===== config.mk =====
export PLATFORM = sky130hd
export DESIGN_NAME = lut_mux_pipe
export DESIGN_NICKNAME = d
export VERILOG_FILES = /design/src/rtl/lut_mux_pkg.sv /design/src/rtl/lut_mux_match.sv /design/src/rtl/lut_mux_pipe.sv
export SDC_FILE = /design/constraint.sdc
export NUM_CORES = 1
export LEC_CHECK = 0
export BUFFER_PORTS_ARGS = -buffer_cell sky130_fd_sc_hd__buf_2
export CORE_MARGIN = 5
export CORE_UTILIZATION = 55
export CTS_CLUSTER_DIAMETER = 150
export DETAILED_ROUTE_END_ITERATION = 12
export GPL_TIMING_DRIVEN = 1
export PLACE_DENSITY = 0.86
export SYNTH_ARGS = -nofsm -noshare
export SYNTH_HDL_FRONTEND = slang
export SYNTH_HIERARCHICAL = 1
export SYNTH_SLANG_ARGS = --single-unit

===== constraint.sdc =====
create_clock -name clk -period 5.08 [get_ports clk]
set_input_delay 0.762 -clock clk [delete_from_list [all_inputs] [get_ports clk]]
set_output_delay 0.762 -clock clk [all_outputs]
set_load 0.02 [all_outputs]

===== src/rtl/lut_mux_pkg.sv =====
// ---------------------------------------------------------------------------
// lut_mux_pkg
// Shared constants and types for the programmable key/value lookup mux.
//   LUT_MUX_NR_KEY   : default number of table entries
//   LUT_MUX_KEY_LEN  : default key width
//   LUT_MUX_DATA_LEN : default data width
//   lut_entry_t      : one table entry {vld, key, data} at the default widths
// Optional feature macro used by the design: LUT_MUX_PIPE_PRIORITY_EN
// ---------------------------------------------------------------------------
package lut_mux_pkg;

  localparam int LUT_MUX_NR_KEY   = 4;
  localparam int LUT_MUX_KEY_LEN  = 2;
  localparam int LUT_MUX_DATA_LEN = 2;

  typedef struct packed {
    logic                        vld;
    logic [LUT_MUX_KEY_LEN-1:0]  key;
    logic [LUT_MUX_DATA_LEN-1:0] data;
  } lut_entry_t;

endpackage


===== src/rtl/lut_mux_match.sv =====
// ---------------------------------------------------------------------------
// lut_mux_match
// Purely combinational key match and data selection over the lookup table.
// Ports:
//   vld_i        : per-entry valid bits
//   key_i        : per-entry keys (packed, entry i at [i])
//   data_i       : per-entry data (packed, entry i at [i])
//   lookup_key_i : key being looked up
//   hit_o        : at least one valid entry matched
//   data_o       : selected data, or DEFAULT_OUT when nothing matched
// Macro LUT_MUX_PIPE_PRIORITY_EN: when defined, the lowest-index match wins;
// when undefined, the data of every matching entry is ORed together.
// ---------------------------------------------------------------------------
module lut_mux_match
  import lut_mux_pkg::*;
#(
  parameter int                  NR_KEY      = LUT_MUX_NR_KEY,
  parameter int                  KEY_LEN     = LUT_MUX_KEY_LEN,
  parameter int                  DATA_LEN    = LUT_MUX_DATA_LEN,
  parameter logic [DATA_LEN-1:0] DEFAULT_OUT = '0
) (
  input  logic [NR_KEY-1:0]               vld_i,
  input  logic [NR_KEY-1:0][KEY_LEN-1:0]  key_i,
  input  logic [NR_KEY-1:0][DATA_LEN-1:0] data_i,
  input  logic [KEY_LEN-1:0]              lookup_key_i,
  output logic                            hit_o,
  output logic [DATA_LEN-1:0]             data_o
);

  logic [NR_KEY-1:0]   match;
  logic [DATA_LEN-1:0] sel;

  always_comb begin
    match = '0;
    for (int i = 0; i < NR_KEY; i++) begin
      match[i] = vld_i[i] && (key_i[i] == lookup_key_i);
    end
  end

`ifdef LUT_MUX_PIPE_PRIORITY_EN
  // Walk from the highest index down so the lowest matching index is the
  // last one written and therefore wins.
  always_comb begin
    sel = '0;
    for (int i = NR_KEY - 1; i >= 0; i--) begin
      if (match[i]) begin
        sel = data_i[i];
      end
    end
  end
`else
  always_comb begin
    sel = '0;
    for (int i = 0; i < NR_KEY; i++) begin
      if (match[i]) begin
        sel = sel | data_i[i];
      end
    end
  end
`endif

  assign hit_o  = |match;
  assign data_o = hit_o ? sel : DEFAULT_OUT;

endmodule


===== src/rtl/lut_mux_pipe.sv =====
// ---------------------------------------------------------------------------
// lut_mux_pipe
// Runtime-programmable key/value lookup table with a registered valid/ready
// output stage and a saturating miss counter.
// Ports:
//   clk, rst_n        : clock (rising edge), asynchronous active-low reset
//   cfg_we, cfg_idx   : table write strobe and entry index (out of range = ignored)
//   cfg_key/data/vld  : contents written into the addressed entry
//   in_valid/in_ready : lookup request handshake, in_key is the lookup key
//   out_valid/ready   : result handshake toward the consumer
//   out_data, out_hit : registered lookup result (DEFAULT_OUT on miss)
//   miss_cnt          : saturating count of accepted lookups that missed
// Macro LUT_MUX_PIPE_PRIORITY_EN selects lowest-index-wins on multi-match
// (see lut_mux_match); by default multiple matches are ORed.
// ---------------------------------------------------------------------------
module lut_mux_pipe
  import lut_mux_pkg::*;
#(
  parameter int                  NR_KEY      = LUT_MUX_NR_KEY,
  parameter int                  KEY_LEN     = LUT_MUX_KEY_LEN,
  parameter int                  DATA_LEN    = LUT_MUX_DATA_LEN,
  parameter logic [DATA_LEN-1:0] DEFAULT_OUT = '0,
  parameter int                  CNT_LEN     = 8
) (
  input  logic                      clk,
  input  logic                      rst_n,
  input  logic                      cfg_we,
  input  logic [$clog2(NR_KEY)-1:0] cfg_idx,
  input  logic [KEY_LEN-1:0]        cfg_key,
  input  logic [DATA_LEN-1:0]       cfg_data,
  input  logic                      cfg_vld,
  input  logic                      in_valid,
  output logic                      in_ready,
  input  logic [KEY_LEN-1:0]        in_key,
  output logic                      out_valid,
  input  logic                      out_ready,
  output logic [DATA_LEN-1:0]       out_data,
  output logic                      out_hit,
  output logic [CNT_LEN-1:0]        miss_cnt
);

  localparam int                 IDX_W   = $clog2(NR_KEY);
  localparam logic [CNT_LEN-1:0] CNT_MAX = '1;

  logic [NR_KEY-1:0]               vld_q;
  logic [NR_KEY-1:0][KEY_LEN-1:0]  key_q;
  logic [NR_KEY-1:0][DATA_LEN-1:0] data_q;

  logic                out_valid_q, out_valid_d;
  logic [DATA_LEN-1:0] out_data_q, out_data_d;
  logic                out_hit_q, out_hit_d;
  logic [CNT_LEN-1:0]  miss_cnt_q, miss_cnt_d;

  logic                match_hit;
  logic [DATA_LEN-1:0] match_data;
  logic                accept;

  // Only indices that name a real entry can match below, so writes to an
  // index at or beyond NR_KEY fall through without touching the table.
  always_ff @(posedge clk or negedge rst_n) begin
    if (!rst_n) begin
      vld_q  <= '0;
      key_q  <= '0;
      data_q <= '0;
    end else if (cfg_we) begin
      for (int i = 0; i < NR_KEY; i++) begin
        if (cfg_idx == IDX_W'(i)) begin
          vld_q[i]  <= cfg_vld;
          key_q[i]  <= cfg_key;
          data_q[i] <= cfg_data;
        end
      end
    end
  end

  // The matcher reads the registered table, so a lookup in the same cycle
  // as a write still sees the old contents.
  lut_mux_match #(
    .NR_KEY      (NR_KEY),
    .KEY_LEN     (KEY_LEN),
    .DATA_LEN    (DATA_LEN),
    .DEFAULT_OUT (DEFAULT_OUT)
  ) u_match (
    .vld_i        (vld_q),
    .key_i        (key_q),
    .data_i       (data_q),
    .lookup_key_i (in_key),
    .hit_o        (match_hit),
    .data_o       (match_data)
  );

  assign in_ready = !out_valid_q || out_ready;
  assign accept   = in_valid && in_ready;

  // A new result overwrites the slot; otherwise a consumed result empties
  // it while data/hit simply hold their last values.
  always_comb begin
    out_valid_d = out_valid_q;
    out_data_d  = out_data_q;
    out_hit_d   = out_hit_q;
    miss_cnt_d  = miss_cnt_q;
    if (accept) begin
      out_valid_d = 1'b1;
      out_data_d  = match_data;
      out_hit_d   = match_hit;
      if (!match_hit && (miss_cnt_q != CNT_MAX)) begin
        miss_cnt_d = miss_cnt_q + CNT_LEN'(1);
      end
    end else if (out_ready) begin
      out_valid_d = 1'b0;
    end
  end

  always_ff @(posedge clk or negedge rst_n) begin
    if (!rst_n) begin
      out_valid_q <= 1'b0;
      out_data_q  <= '0;
      out_hit_q   <= 1'b0;
      miss_cnt_q  <= '0;
    end else begin
      out_valid_q <= out_valid_d;
      out_data_q  <= out_data_d;
      out_hit_q   <= out_hit_d;
      miss_cnt_q  <= miss_cnt_d;
    end
  end

  assign out_valid = out_valid_q;
  assign out_data  = out_data_q;
  assign out_hit   = out_hit_q;
  assign miss_cnt  = miss_cnt_q;

endmodule


==> out/metrics.csv <==
stage,metric,value,unit
finish,synthesis-to-layout area growth,14.38,%
die,# rows,19,
setup_path,worst-path maximum fanout,4,
setup_path,kind of start point of the critical path,input port,
power_and_ir_drop,P per Cell Area,436.6,mW/mm²
yosys,synth unique cells,33,
yosys,Post-Synthesis Cell Area,0.001567,mm²
clock_tree,postcts setup bufs,0,
yosys,most frequent cell after synthesis,dfrtp_1,
yosys,number of synthesized register bits,32,
clock_tree,CTS tree,built,
sta,Worst-Margin Slew,0.6950,ns
sta,endpoints failing hold,0,
sta,relative slew slack,0.5366,
grt,Tot GR Track Use,0.1687,
sta,Achievable Freq,419.0,MHz
sta,RSZ-0062 raised after global routing,false,
sta,final setup violation count,0,
grt,initial antenna violation count,0,
power_and_ir_drop,VDD IR-drop max,0.3931,mV
sta,crit share post-route,0.4698,
finish,fraction of layout cells with a size suffix above 1,0.3148,
yosys,top-area cell type share of the netlist area,0.5112,
worst_hold_path,hold crit path type,in -> async,
finish,Final nets,176,
job,Max-Cap Viols,0,
detailed_routing,vias per cell,5.850,
clock_tree,Post-CTS Resized,0,
clock_tree,CTS max path bufs,2,
setup_path,CP Data Arrival Time,2.62,ns
setup_path,crit end category,flop,
grt,first-pass GRT wire length,5.271,mm
die,Core Footprint,0.002734,mm²
yosys,syn avg cell area,12.14,µm²
yosys,commonest cells in the netlist,"dfrtp_1, mux2_1, nand2_1",
yosys,Synthesized Nets,144,
detailed_routing,Vias,1129,
die,initial core utilization,0.5730,
die,Ports,27,
sta,post-layout min period,2.387,ns
yosys,largest area contributor in the netlist,dfrtp_1,
yosys,Async SR Flop Fraction,1.000,
grt,gr ovfl total,0,
yosys,Post-synth EDFFs,0,
placement,placer congestion estimate,0.8845,
sta,clk_skew,0.007211,ns
detailed_routing,Remaining DRCs,0,
detailed_routing,WL per Instance,15.70,µm
clock_tree,Clock Root Buffer,clkbuf_4,
sta,Max Slew Vio Count,0,
clock_tree,CTS H-tree depth,2,
yosys,sequential area share after synthesis,0.5112,
status,outcome,"finished, final reports clean",
sta,setup TNS,0,ns
die,Die ar.,0.004016,mm²
sta,WHS,0.4537,ns
yosys,"top cells by area, synth","dfrtp_1, mux2_1, mux2_2, xor2_1, nor3_1",
setup_path,Crit Path Category,in -> reg,
clock_tree,hold-fix buffers at CTS,0,
clock_tree,Worst-path clk slew,0.10,ns
clock_tree,clk sinks,32,
detailed_routing,antenna-violating nets left,0,
die,Vert. Die Dim,63.37,µm
yosys,Synth Warn #,6,
clock_tree,number of CTS-inserted buffers,5,
yosys,Most used DFF post-synth,dfrtp_1,
detailed_routing,DR iter-0 viols,97,
grt,largest net degree at the start of global routing,33,
detailed_routing,Detailed Route WL,3.030,mm
grt,vias in the first global route,1153,
clock_tree,Skew-Pair Late Insertion Delay,0.34,ns
placement,IO buf count,26,
placement,HPWL after DPL,2.301,mm
detailed_routing,DRT Pass-1 Iters,4,
yosys,Post-Synthesis Cells,129,
finish,ANT cells,0,
die,Die Wd,63.37,µm
power_and_ir_drop,cell leakage power,0.0008116,µW
setup_path,CP required,5.31,ns
==> layout by cell type (no fill, tap or decap), types with 2 or more instances in the layout <==
cell	count
nand3_1	4
mux2_1	16
a21oi_1	2
nand2b_1	5
mux2_2	9
nor3_1	10
and2_1	2
xor2_1	9
clkbuf_4	5
or4_1	2
dfrtp_1	32
clkinvlp_4	2
nor3b_1	3
o21a_1	2
nand2_1	11
nor2_1	2
nand3b_1	2
buf_2	26
==> logic make-up (layout without fill, tap and decap cells) <==
family | after synthesis | count (layout) | synth area share
muxes | 26 | 26 | 0.1893
buffers and inverters | 3 | 36 | 0.007980
adders and majority gates | 1 | 1 | 0.007986
DFF | 32 | 32 | 0.5112
xor gates and xnor gates | 9 | 9 | 0.05032
AOI/OAI and AO/OA | 8 | 8 | 0.03834
and+or+nand+nor | 50 | 50 | 0.1949
==> per-stage QoR <==
| stage | area, µm² | setup WS (ns) | utilization | total power, µW | cells |
|---|---|---|---|---|---|
| 6_report | 1792 | 2.693 | 0.6554 | 782.2 | 193 |
| 5_1_grt | 1792 | 2.599 | 0.6554 | 838.8 | 193 |
| 4_1_cts | 1792 | 2.713 | 0.6554 | 787.8 | 193 |
| 3_5_place_dp | 1730 | 2.335 | 0.6330 | 638.6 | 185 |
| 3_3_place_gp | 1730 | 2.389 | 0.6330 | 624.6 | 185 |
| 2_1_floorplan | 1567 | 2.630 | - | 550.0 | 129 |
==> final timing paths <==
path                                               from                      end  slack (ns)  cells after the start
worst min-delay path                              rst_n    out_valid$_DFFE_PN0P_        0.45                      1
min in group clk                out_data[0]$_DFFE_PN0P_  out_data[0]$_DFFE_PN0P_        0.52                      1
worst max register to register     key_q[0]$_DFFE_PN0P_  miss_cnt[6]$_DFFE_PN0P_        2.86                      7
max in group asynchronous                         rst_n    data_q[0]$_DFFE_PN0P_        4.18                      1
worst min register to register  out_data[0]$_DFFE_PN0P_  out_data[0]$_DFFE_PN0P_        0.52                      1
worst max-delay path                          in_key[0]  miss_cnt[6]$_DFFE_PN0P_        2.69                      8
==> metal layers <==
metal  global-route usage  up-vias  share of wire
li1                     -      528              -
met1               0.1973      554           0.42
met2               0.2652       40           0.49
met3              0.07460        7          0.069
met4              0.07532        0          0.016
met5                    0        -              0
==> flip-flops by register name (all words and copies together), names as in the netlist <==
register	flops
data_q	8
key_q	8
miss_cnt	8
vld_q	4
out_data	2
out_hit	1
out_valid	1
==> where the power goes <==
| part | internal (µW) | switching (µW) |
|---|---|---|
| sequential | 320 | 64.3 |
| clock | 54.4 | 94.8 |
| combinational | 105 | 144 |
| total | 480 | 303 |
==> final cells by class <==
class                   instances  area [µm²]
repair buffers                 26       130.1
well taps                      31       38.79
inverters                       2       7.507
multi-input cells              94       753.2
flip-flops and latches         32       800.8
fillers                       213       942.2
clock buffers                   5       37.54
clock inverters                 3       23.77
==> critical path, stage by stage <==
cell and delay (ns):
buf_2 0.14, xor2_1 0.27, nor3b_1 0.09, a2111o_1 0.40, nand2b_1 0.20, nand2b_1 0.21, nor3_1 0.21, mux2_1 0.34
Note: power is estimated with default switching activity, not from simulation.
